`src/rtl/rv_pkg.sv`:
```
// Core-wide constants shared by the RV32 SoC: data width and the UART data-memory address.
package rv_pkg;
    localparam int XLEN = 32;
    localparam logic [XLEN-1:0] ADDRESS_UART = 32'h1000_0000;
endpackage

```
`src/rtl/rv_uart_arbiter_pkg.sv`:
```
// Types and sizes shared by the UART arbiter and its per-port capture block.
package rv_uart_arbiter_pkg;
    import rv_pkg::*;

    localparam int NUM_PORTS = 2;
    localparam int BE_W      = XLEN / 8;

    typedef struct packed {
        logic            we;
        logic [BE_W-1:0] be;
        logic [XLEN-1:0] addr;
        logic [XLEN-1:0] wdata;
    } uart_txn_t;
endpackage

```
`src/rtl/rv_uart_arb_port.sv`:
```
// Per-port capture stage: latches one UART request, holds it until the arbiter
// clears it, and flags any request that arrives while one is still outstanding.
module rv_uart_arb_port
    import rv_pkg::*;
    import rv_uart_arbiter_pkg::*;
#(
    parameter logic [XLEN-1:0] UART_ADDR = ADDRESS_UART
) (
    input  logic            clk_i,
    input  logic            arstn_i,
    input  logic            req,
    input  logic            we,
    input  logic [BE_W-1:0] be,
    input  logic [XLEN-1:0] addr,
    input  logic [XLEN-1:0] wdata,
    input  logic            clr,
    output logic            pend,
    output logic            hold_we,
    output logic [BE_W-1:0] hold_be,
    output logic [XLEN-1:0] hold_addr,
    output logic [XLEN-1:0] hold_wdata,
    output logic            overrun
);

    uart_txn_t hold_reg;
    logic      pend_reg;
    logic      overrun_reg;
    logic      hit;
    logic      accept;

    assign hit    = req && (addr == UART_ADDR);
    // A request landing in the response cycle refills the slot instead of overrunning.
    assign accept = hit && (!pend_reg || clr);

    always_ff @(posedge clk_i or negedge arstn_i) begin
        if (!arstn_i) begin
            hold_reg    <= '0;
            pend_reg    <= 1'b0;
            overrun_reg <= 1'b0;
        end else begin
            if (accept) begin
                hold_reg <= '{we: we, be: be, addr: addr, wdata: wdata};
            end
            pend_reg <= accept || (pend_reg && !clr);
            if (hit && pend_reg && !clr) begin
                overrun_reg <= 1'b1;
            end
        end
    end

    assign pend       = pend_reg;
    assign overrun    = overrun_reg;
    assign hold_we    = hold_reg.we;
    assign hold_be    = hold_reg.be;
    assign hold_addr  = hold_reg.addr;
    assign hold_wdata = hold_reg.wdata;

endmodule

```
`src/rtl/rv_uart_arbiter.sv`:
```
// Round-robin arbiter sharing the single UART slave between the LSU (port 0)
// and the debug/loader master (port 1); one transaction in flight at a time.
module rv_uart_arbiter
    import rv_pkg::*;
    import rv_uart_arbiter_pkg::*;
#(
    parameter logic [XLEN-1:0] UART_ADDR = ADDRESS_UART
) (
    input  logic              clk_i,
    input  logic              arstn_i,
    input  logic              m0_req_i,
    input  logic              m0_we_i,
    input  logic [XLEN/8-1:0] m0_be_i,
    input  logic [XLEN-1:0]   m0_addr_i,
    input  logic [XLEN-1:0]   m0_wdata_i,
    output logic              m0_rvalid_o,
    output logic [XLEN-1:0]   m0_rdata_o,
    output logic              m0_busy_o,
    output logic              m0_overrun_o,
    input  logic              m1_req_i,
    input  logic              m1_we_i,
    input  logic [XLEN/8-1:0] m1_be_i,
    input  logic [XLEN-1:0]   m1_addr_i,
    input  logic [XLEN-1:0]   m1_wdata_i,
    output logic              m1_rvalid_o,
    output logic [XLEN-1:0]   m1_rdata_o,
    output logic              m1_busy_o,
    output logic              m1_overrun_o,
    output logic              s_req_o,
    output logic              s_we_o,
    output logic [XLEN/8-1:0] s_be_o,
    output logic [XLEN-1:0]   s_addr_o,
    output logic [XLEN-1:0]   s_wdata_o,
    input  logic              s_rvalid_i,
    input  logic [XLEN-1:0]   s_rdata_i
);

    localparam logic [1:0] ST_IDLE  = 2'd0;
    localparam logic [1:0] ST_ISSUE = 2'd1;
    localparam logic [1:0] ST_WAIT  = 2'd2;
    localparam logic [1:0] ST_RESP  = 2'd3;

    logic [NUM_PORTS-1:0] req_vec, we_vec, clr_vec, pend_vec, ovr_vec, rvalid_vec;
    logic [BE_W-1:0]      be_arr         [NUM_PORTS];
    logic [XLEN-1:0]      addr_arr       [NUM_PORTS];
    logic [XLEN-1:0]      wdata_arr      [NUM_PORTS];
    logic [NUM_PORTS-1:0] hold_we_vec;
    logic [BE_W-1:0]      hold_be_arr    [NUM_PORTS];
    logic [XLEN-1:0]      hold_addr_arr  [NUM_PORTS];
    logic [XLEN-1:0]      hold_wdata_arr [NUM_PORTS];
    logic [XLEN-1:0]      rdata_arr      [NUM_PORTS];

    logic [1:0]      state_reg, state_next;
    logic            owner_reg, owner_next;
    logic            last_gnt_reg, last_gnt_next;
    logic [XLEN-1:0] rdata_reg, rdata_next;
    uart_txn_t       s_txn_reg, s_txn_next;

    assign req_vec      = {m1_req_i, m0_req_i};
    assign we_vec       = {m1_we_i, m0_we_i};
    assign be_arr[0]    = m0_be_i;
    assign be_arr[1]    = m1_be_i;
    assign addr_arr[0]  = m0_addr_i;
    assign addr_arr[1]  = m1_addr_i;
    assign wdata_arr[0] = m0_wdata_i;
    assign wdata_arr[1] = m1_wdata_i;

    generate
        for (genvar gi = 0; gi < NUM_PORTS; gi++) begin : g_port
            rv_uart_arb_port #(
                .UART_ADDR (UART_ADDR)
            ) u_port (
                .clk_i      (clk_i),
                .arstn_i    (arstn_i),
                .req        (req_vec[gi]),
                .we         (we_vec[gi]),
                .be         (be_arr[gi]),
                .addr       (addr_arr[gi]),
                .wdata      (wdata_arr[gi]),
                .clr        (clr_vec[gi]),
                .pend       (pend_vec[gi]),
                .hold_we    (hold_we_vec[gi]),
                .hold_be    (hold_be_arr[gi]),
                .hold_addr  (hold_addr_arr[gi]),
                .hold_wdata (hold_wdata_arr[gi]),
                .overrun    (ovr_vec[gi])
            );

            assign clr_vec[gi]    = (state_reg == ST_RESP) && (owner_reg == 1'(gi));
            assign rvalid_vec[gi] = (state_reg == ST_RESP) && (owner_reg == 1'(gi));
            assign rdata_arr[gi]  = rvalid_vec[gi] ? rdata_reg : '0;
        end
    endgenerate

    always_comb begin
        state_next    = state_reg;
        owner_next    = owner_reg;
        last_gnt_next = last_gnt_reg;
        rdata_next    = rdata_reg;
        s_txn_next    = s_txn_reg;
        case (state_reg)
            ST_IDLE: begin
                if (|pend_vec) begin
                    // Tie goes to the port that was not served last.
                    owner_next = (&pend_vec) ? ~last_gnt_reg : pend_vec[1];
                    s_txn_next = '{we:    hold_we_vec[owner_next],
                                   be:    hold_be_arr[owner_next],
                                   addr:  hold_addr_arr[owner_next],
                                   wdata: hold_wdata_arr[owner_next]};
                    state_next = ST_ISSUE;
                end
            end
            ST_ISSUE: state_next = ST_WAIT;
            ST_WAIT: begin
                if (s_rvalid_i) begin
                    rdata_next = s_rdata_i;
                    state_next = ST_RESP;
                end
            end
            default: begin
                last_gnt_next = owner_reg;
                state_next    = ST_IDLE;
            end
        endcase
    end

    always_ff @(posedge clk_i or negedge arstn_i) begin
        if (!arstn_i) begin
            state_reg    <= ST_IDLE;
            owner_reg    <= 1'b0;
            last_gnt_reg <= 1'b1;
            rdata_reg    <= '0;
            s_txn_reg    <= '0;
        end else begin
            state_reg    <= state_next;
            owner_reg    <= owner_next;
            last_gnt_reg <= last_gnt_next;
            rdata_reg    <= rdata_next;
            s_txn_reg    <= s_txn_next;
        end
    end

    assign s_req_o   = (state_reg == ST_ISSUE);
    assign s_we_o    = s_txn_reg.we;
    assign s_be_o    = s_txn_reg.be;
    assign s_addr_o  = s_txn_reg.addr;
    assign s_wdata_o = s_txn_reg.wdata;

    assign m0_rvalid_o  = rvalid_vec[0];
    assign m1_rvalid_o  = rvalid_vec[1];
    assign m0_rdata_o   = rdata_arr[0];
    assign m1_rdata_o   = rdata_arr[1];
    assign m0_busy_o    = pend_vec[0];
    assign m1_busy_o    = pend_vec[1];
    assign m0_overrun_o = ovr_vec[0];
    assign m1_overrun_o = ovr_vec[1];

endmodule

```
`config.mk`:
```
export PLATFORM = sky130hd
export DESIGN_NAME = rv_uart_arbiter
export DESIGN_NICKNAME = d
export VERILOG_FILES = /design/src/rtl/rv_pkg.sv /design/src/rtl/rv_uart_arbiter_pkg.sv /design/src/rtl/rv_uart_arb_port.sv /design/src/rtl/rv_uart_arbiter.sv
export SDC_FILE = /design/constraint.sdc
export NUM_CORES = 1
export LEC_CHECK = 0
export CORE_ASPECT_RATIO = 2
export CORE_MARGIN = 4
export CORE_UTILIZATION = 25
export DETAILED_ROUTE_END_ITERATION = 6
export GPL_ROUTABILITY_DRIVEN = 0
export GPL_TIMING_DRIVEN = 0
export SKIP_LAST_GASP = 1
export SLEW_MARGIN = 10
export SYNTH_ARGS = -nofsm -noshare
export SYNTH_HDL_FRONTEND = slang
export SYNTH_SLANG_ARGS = --single-unit
export TNS_END_PERCENT = 100
```
`constraint.sdc`:
```
create_clock -name clk_i -period 3.1 [get_ports clk_i]
set_clock_uncertainty 0.15 [all_clocks]
set_input_delay 0.62 -clock clk_i [delete_from_list [all_inputs] [get_ports clk_i]]
set_output_delay 0.62 -clock clk_i [all_outputs]
set_load 0.01 [all_outputs]
```
==> results by group <==
Placement
  – Number of buffers added on ports: about 310
  – Placed Cells incl. Taps: 1639
  – Placed wire-length estimate: 23.8 mm

Timing
  – Max transition margin: 0.470
  – Final Max Slew Viols: 0
  – Final period utilization: 0.964
  – Count of final setup violators: 0
  – Fin. Hold Viols: 0
  – Time the worst path needs with I/O delays and setup: between 2 and 3 ns
  – Highest achievable clock rate: 335 MHz
  – Actual transition at the worst max-transition pin: just under 0.8 ns

Power
  – Post-layout power: around 8.8 mW
  – Peak supply drop: 0.000335 V
  – Total power divided by cell area: about 590 nW/µm²
  – Net Sw Frac: 0.280
  – Portion of total power attributed to combinational logic: 0.235
  – Fraction of power consumed by the clock network: 0.351
  – Part of the power in registers: 0.414
  – Net Switching: 2.47 mW
  – Leakage power total: 6.72 nW
  – Internal Power: between 6 and 7 mW

Routing
  – Total number of vias: 7206
  – Post-detailed-route via-to-cell ratio: approximately 4.3
  – Number of search-and-repair iterations in the first detailed-routing pass: 4
  – 1st-iter DRT viols: 116
  – Routed Antenna Nets: 0
  – Routed WL per cell: about 19 µm
  – Post-Route WL: 31.4 mm
  – Residual DRC count: 0

Layout
  – Count of fill cells added during filler insertion: approximately 3900
  – Final #Nets: 1321
  – Most frequent cells in the layout: sky130_fd_sc_hd__clkdlybuf4s50_1, sky130_fd_sc_hd__dfrtp_1, sky130_fd_sc_hd__mux2_2, sky130_fd_sc_hd__nand2_1, sky130_fd_sc_hd__o21ai_0
  – Most common cell after layout, fill and taps aside: sky130_fd_sc_hd__clkdlybuf4s50_1
  – Number of standard cells in the layout, taps in and fillers out: between 1500 and 2000
  – Proportion of layout cells with a drive suffix above 1: 0.160
  – Layout overhead on the synthesized area: 47.5%

Critical path
  – CP delay by family, top: buffers and inverters
  – Startpoint of the worst register-to-register path: state_reg[1]
  – Arrival time at the worst endpoint: 2.22 ns
  – Worst Reg2Reg Path Length in Cells: 9
  – Peak fanout along the critical path: 10
  – Worst setup path category: reg -> out
  – Chain of cells forming the critical path: ha_4 -> and2b_2 -> clkbuf_4 -> and2_1 -> clkdlybuf4s50_1
  – Startpoint type of the worst setup path: flip-flop
  – Max incr delay on CP: around 0.55 ns
  – Critical Path RT: 2.33 ns
  – Max stage delay cell, worst path: sky130_fd_sc_hd__clkdlybuf4s50_1
  – R2R Setup Slk: 0.31 ns
  – Critical path endpoint category: primary output
  – Crit path buffers/inverters: 2
  – FF-to-FF End: s_wdata_o[5]

Global route
  – Global-route congestion overflow total: 0
  – Initial antenna violation count: 4
  – Tot GR Track Use: 0.141
  – Via count of the first global-routing pass: 7936
  – First-pass GRT wire length: between 40 and 50 mm
  – Pin count of the biggest net entering global routing: 94

Min path
  – Worst hold path class: reg -> reg
  – Depth of the worst hold-timing path: 2
  – Startpoint of the lowest-slack hold path: g_port[0].u_port.overrun
  – Worst Hold Path EP: g_port[0].u_port.overrun

Yosys
  – Post-synthesis average cell area: 12.8 µm²
  – Proportion of synthesized flip-flops having asynchronous set or reset: 1.00
  – Cell area after synthesis: 10100 µm²
  – Post-synth net total: between 900 and 1000
  – Predominant post-synthesis flop cell: sky130_fd_sc_hd__dfrtp_1
  – Total of flip-flops plus latches after synthesis: 247
  – Fraction of the yosys area taken by sequential cells: 0.610
  – Cell count after synthesis: 793
  – Number of enable-type register cells in the synthesized netlist: 0
  – Synth warnings: 0
  – Synth cell types: 30

Clock network
  – Bufs on Longest Clock Path: 3
  – CTS buffer count: 25
  – Root buffer selected by CTS: sky130_fd_sc_hd__clkbuf_16
  – Reg clk slew, reported paths: 0.07 ns
  – Skew-Pair Late Insertion Delay: 0.53 ns
  – CTS tree: done
  – H-tree Lvls: 1
  – Clock net sink count: around 250

Floorplanning
  – Area of the placeable core: 40200 µm²
  – Chip Height: 293 µm
  – Die width: 150 µm
  – Initial core utilization: 0.252
  – Number of ports placed on the die boundary: 315
  – Row Count: 104
  – Die footprint: 44000 µm²

Outcome
  – Status: complete, no violations

Job
  – # Max-Cap Violations: 0
==> cells in the mapped netlist (4+ instances only) <==
library cell	instances	area, µm²
sky130_fd_sc_hd__dfrtp_1	246	6160
sky130_fd_sc_hd__mux2_2	106	1190
sky130_fd_sc_hd__nand2_1	75	282
sky130_fd_sc_hd__o21ai_0	72	360
sky130_fd_sc_hd__mux2i_1	70	701
sky130_fd_sc_hd__nor2b_1	63	394
sky130_fd_sc_hd__and2_1	32	200
sky130_fd_sc_hd__and3_1	32	200
sky130_fd_sc_hd__clkbuf_1	25	93.8
sky130_fd_sc_hd__nor4_1	12	75.1
sky130_fd_sc_hd__buf_2	10	50.1
sky130_fd_sc_hd__buf_6	10	113
sky130_fd_sc_hd__inv_1	6	22.5
sky130_fd_sc_hd__nor2_1	5	18.8
sky130_fd_sc_hd__buf_1	4	15.0
sky130_fd_sc_hd__ha_1	4	50.1
sky130_fd_sc_hd__nand4_1	4	25.0
==> worst max path at each step <==
stage	startpoint	end	cells after the start
2_1_floorplan	m1_addr_i[15]	g_port[1].u_port.hold_wdata[0]	5
3_3_place_gp	arstn_i	g_port[0].u_port.hold_wdata[7]	1
3_5_place_dp	m0_addr_i[16]	g_port[0].u_port.hold_wdata[2]	6
4_1_cts	state_reg[0]	m0_rdata_o[27]	5
5_1_grt	state_reg[1]	m0_rdata_o[13]	5
6_report	state_reg[1]	m0_rdata_o[13]	5
==> routing by layer <==
metal	up-vias	wire length, µm	track usage
li1	3416	-	-
met5	-	0	0
met4	0	1050	0.0563
met1	3558	11600	0.154
met3	45	1440	0.0211
met2	187	17300	0.265
==> worst register-to-register path: cells and delay by family, from the launching register on <==
family                   cells  cell delay [ns]
AND/OR/NAND/NOR              1             0.13
flip-flops                   1             0.39
AO/OA/AOI/OAI                2             0.54
adder cells (fa/ha/maj)      1             0.24
buffers and inverters        5             1.26
==> timing repair <==
action,in CTS,in global routing
pin swaps,0,3
hold buffers,1,0
endpoints found under the hold margin,65,0
setup buffers,2,3
setup endpoints to repair,72,77
gates resized for setup,11,15
==> metrics by stage <==
step / TNS (ns) / instance area, µm² / hold WS (ns) / utilization / setup WS [ns]
floorplan: 0 / 10100 / 0.174 / - / 0.730
global placement: -2390.34 / 13900 / 0.296 / 0.347 / -9.51
detailed placement: -55.48 / 14000 / 0.296 / 0.348 / -0.505
CTS: -0.0156 / 14900 / 0.315 / 0.370 / -0.0156
global route: -0.0179 / 15000 / 0.346 / 0.372 / -0.00931
finish: 0 / 15000 / 0.309 / 0.372 / 0.113
==> power groups by stage <==
| stage | clock, mW | sequential (mW) | combinational, mW |
|---|---|---|---|
| CTS | 3.23 | 3.66 | 2.11 |
| floorplan | 0 | 3.65 | 1.06 |
| global placement | 0 | 3.71 | 2.02 |
| detailed placement | 0 | 3.72 | 2.06 |
| global route | 3.35 | 3.70 | 2.25 |
| finish | 3.11 | 3.66 | 2.08 |
==> logic make-up after synthesis <==
family	Yosys count	synth area share
AND/OR/NAND/NOR	231	0.128
AO/OA/AOI/OAI	80	0.0416
multiplexers	176	0.187
buffers and inverters	55	0.0290
flip-flops	247	0.610
adder cells (fa/ha/maj)	4	0.00494
==> cell type report <==
class / count / area (µm²) / share of cell area
sequential: 247 / 6180 / 0.413
multi-input combinational: 491 / 3670 / 0.246
timing repair buffer: 322 / 3270 / 0.219
clock buffer: 40 / 752 / 0.0503
tap: 530 / 663 / 0.0444
buffer: 49 / 289 / 0.0193
clock inverter: 6 / 86.3 / 0.00577
inverter: 6 / 22.5 / 0.00151
antenna: 4 / 10.0 / 0.000669
(Power assumes the default switching activity.)
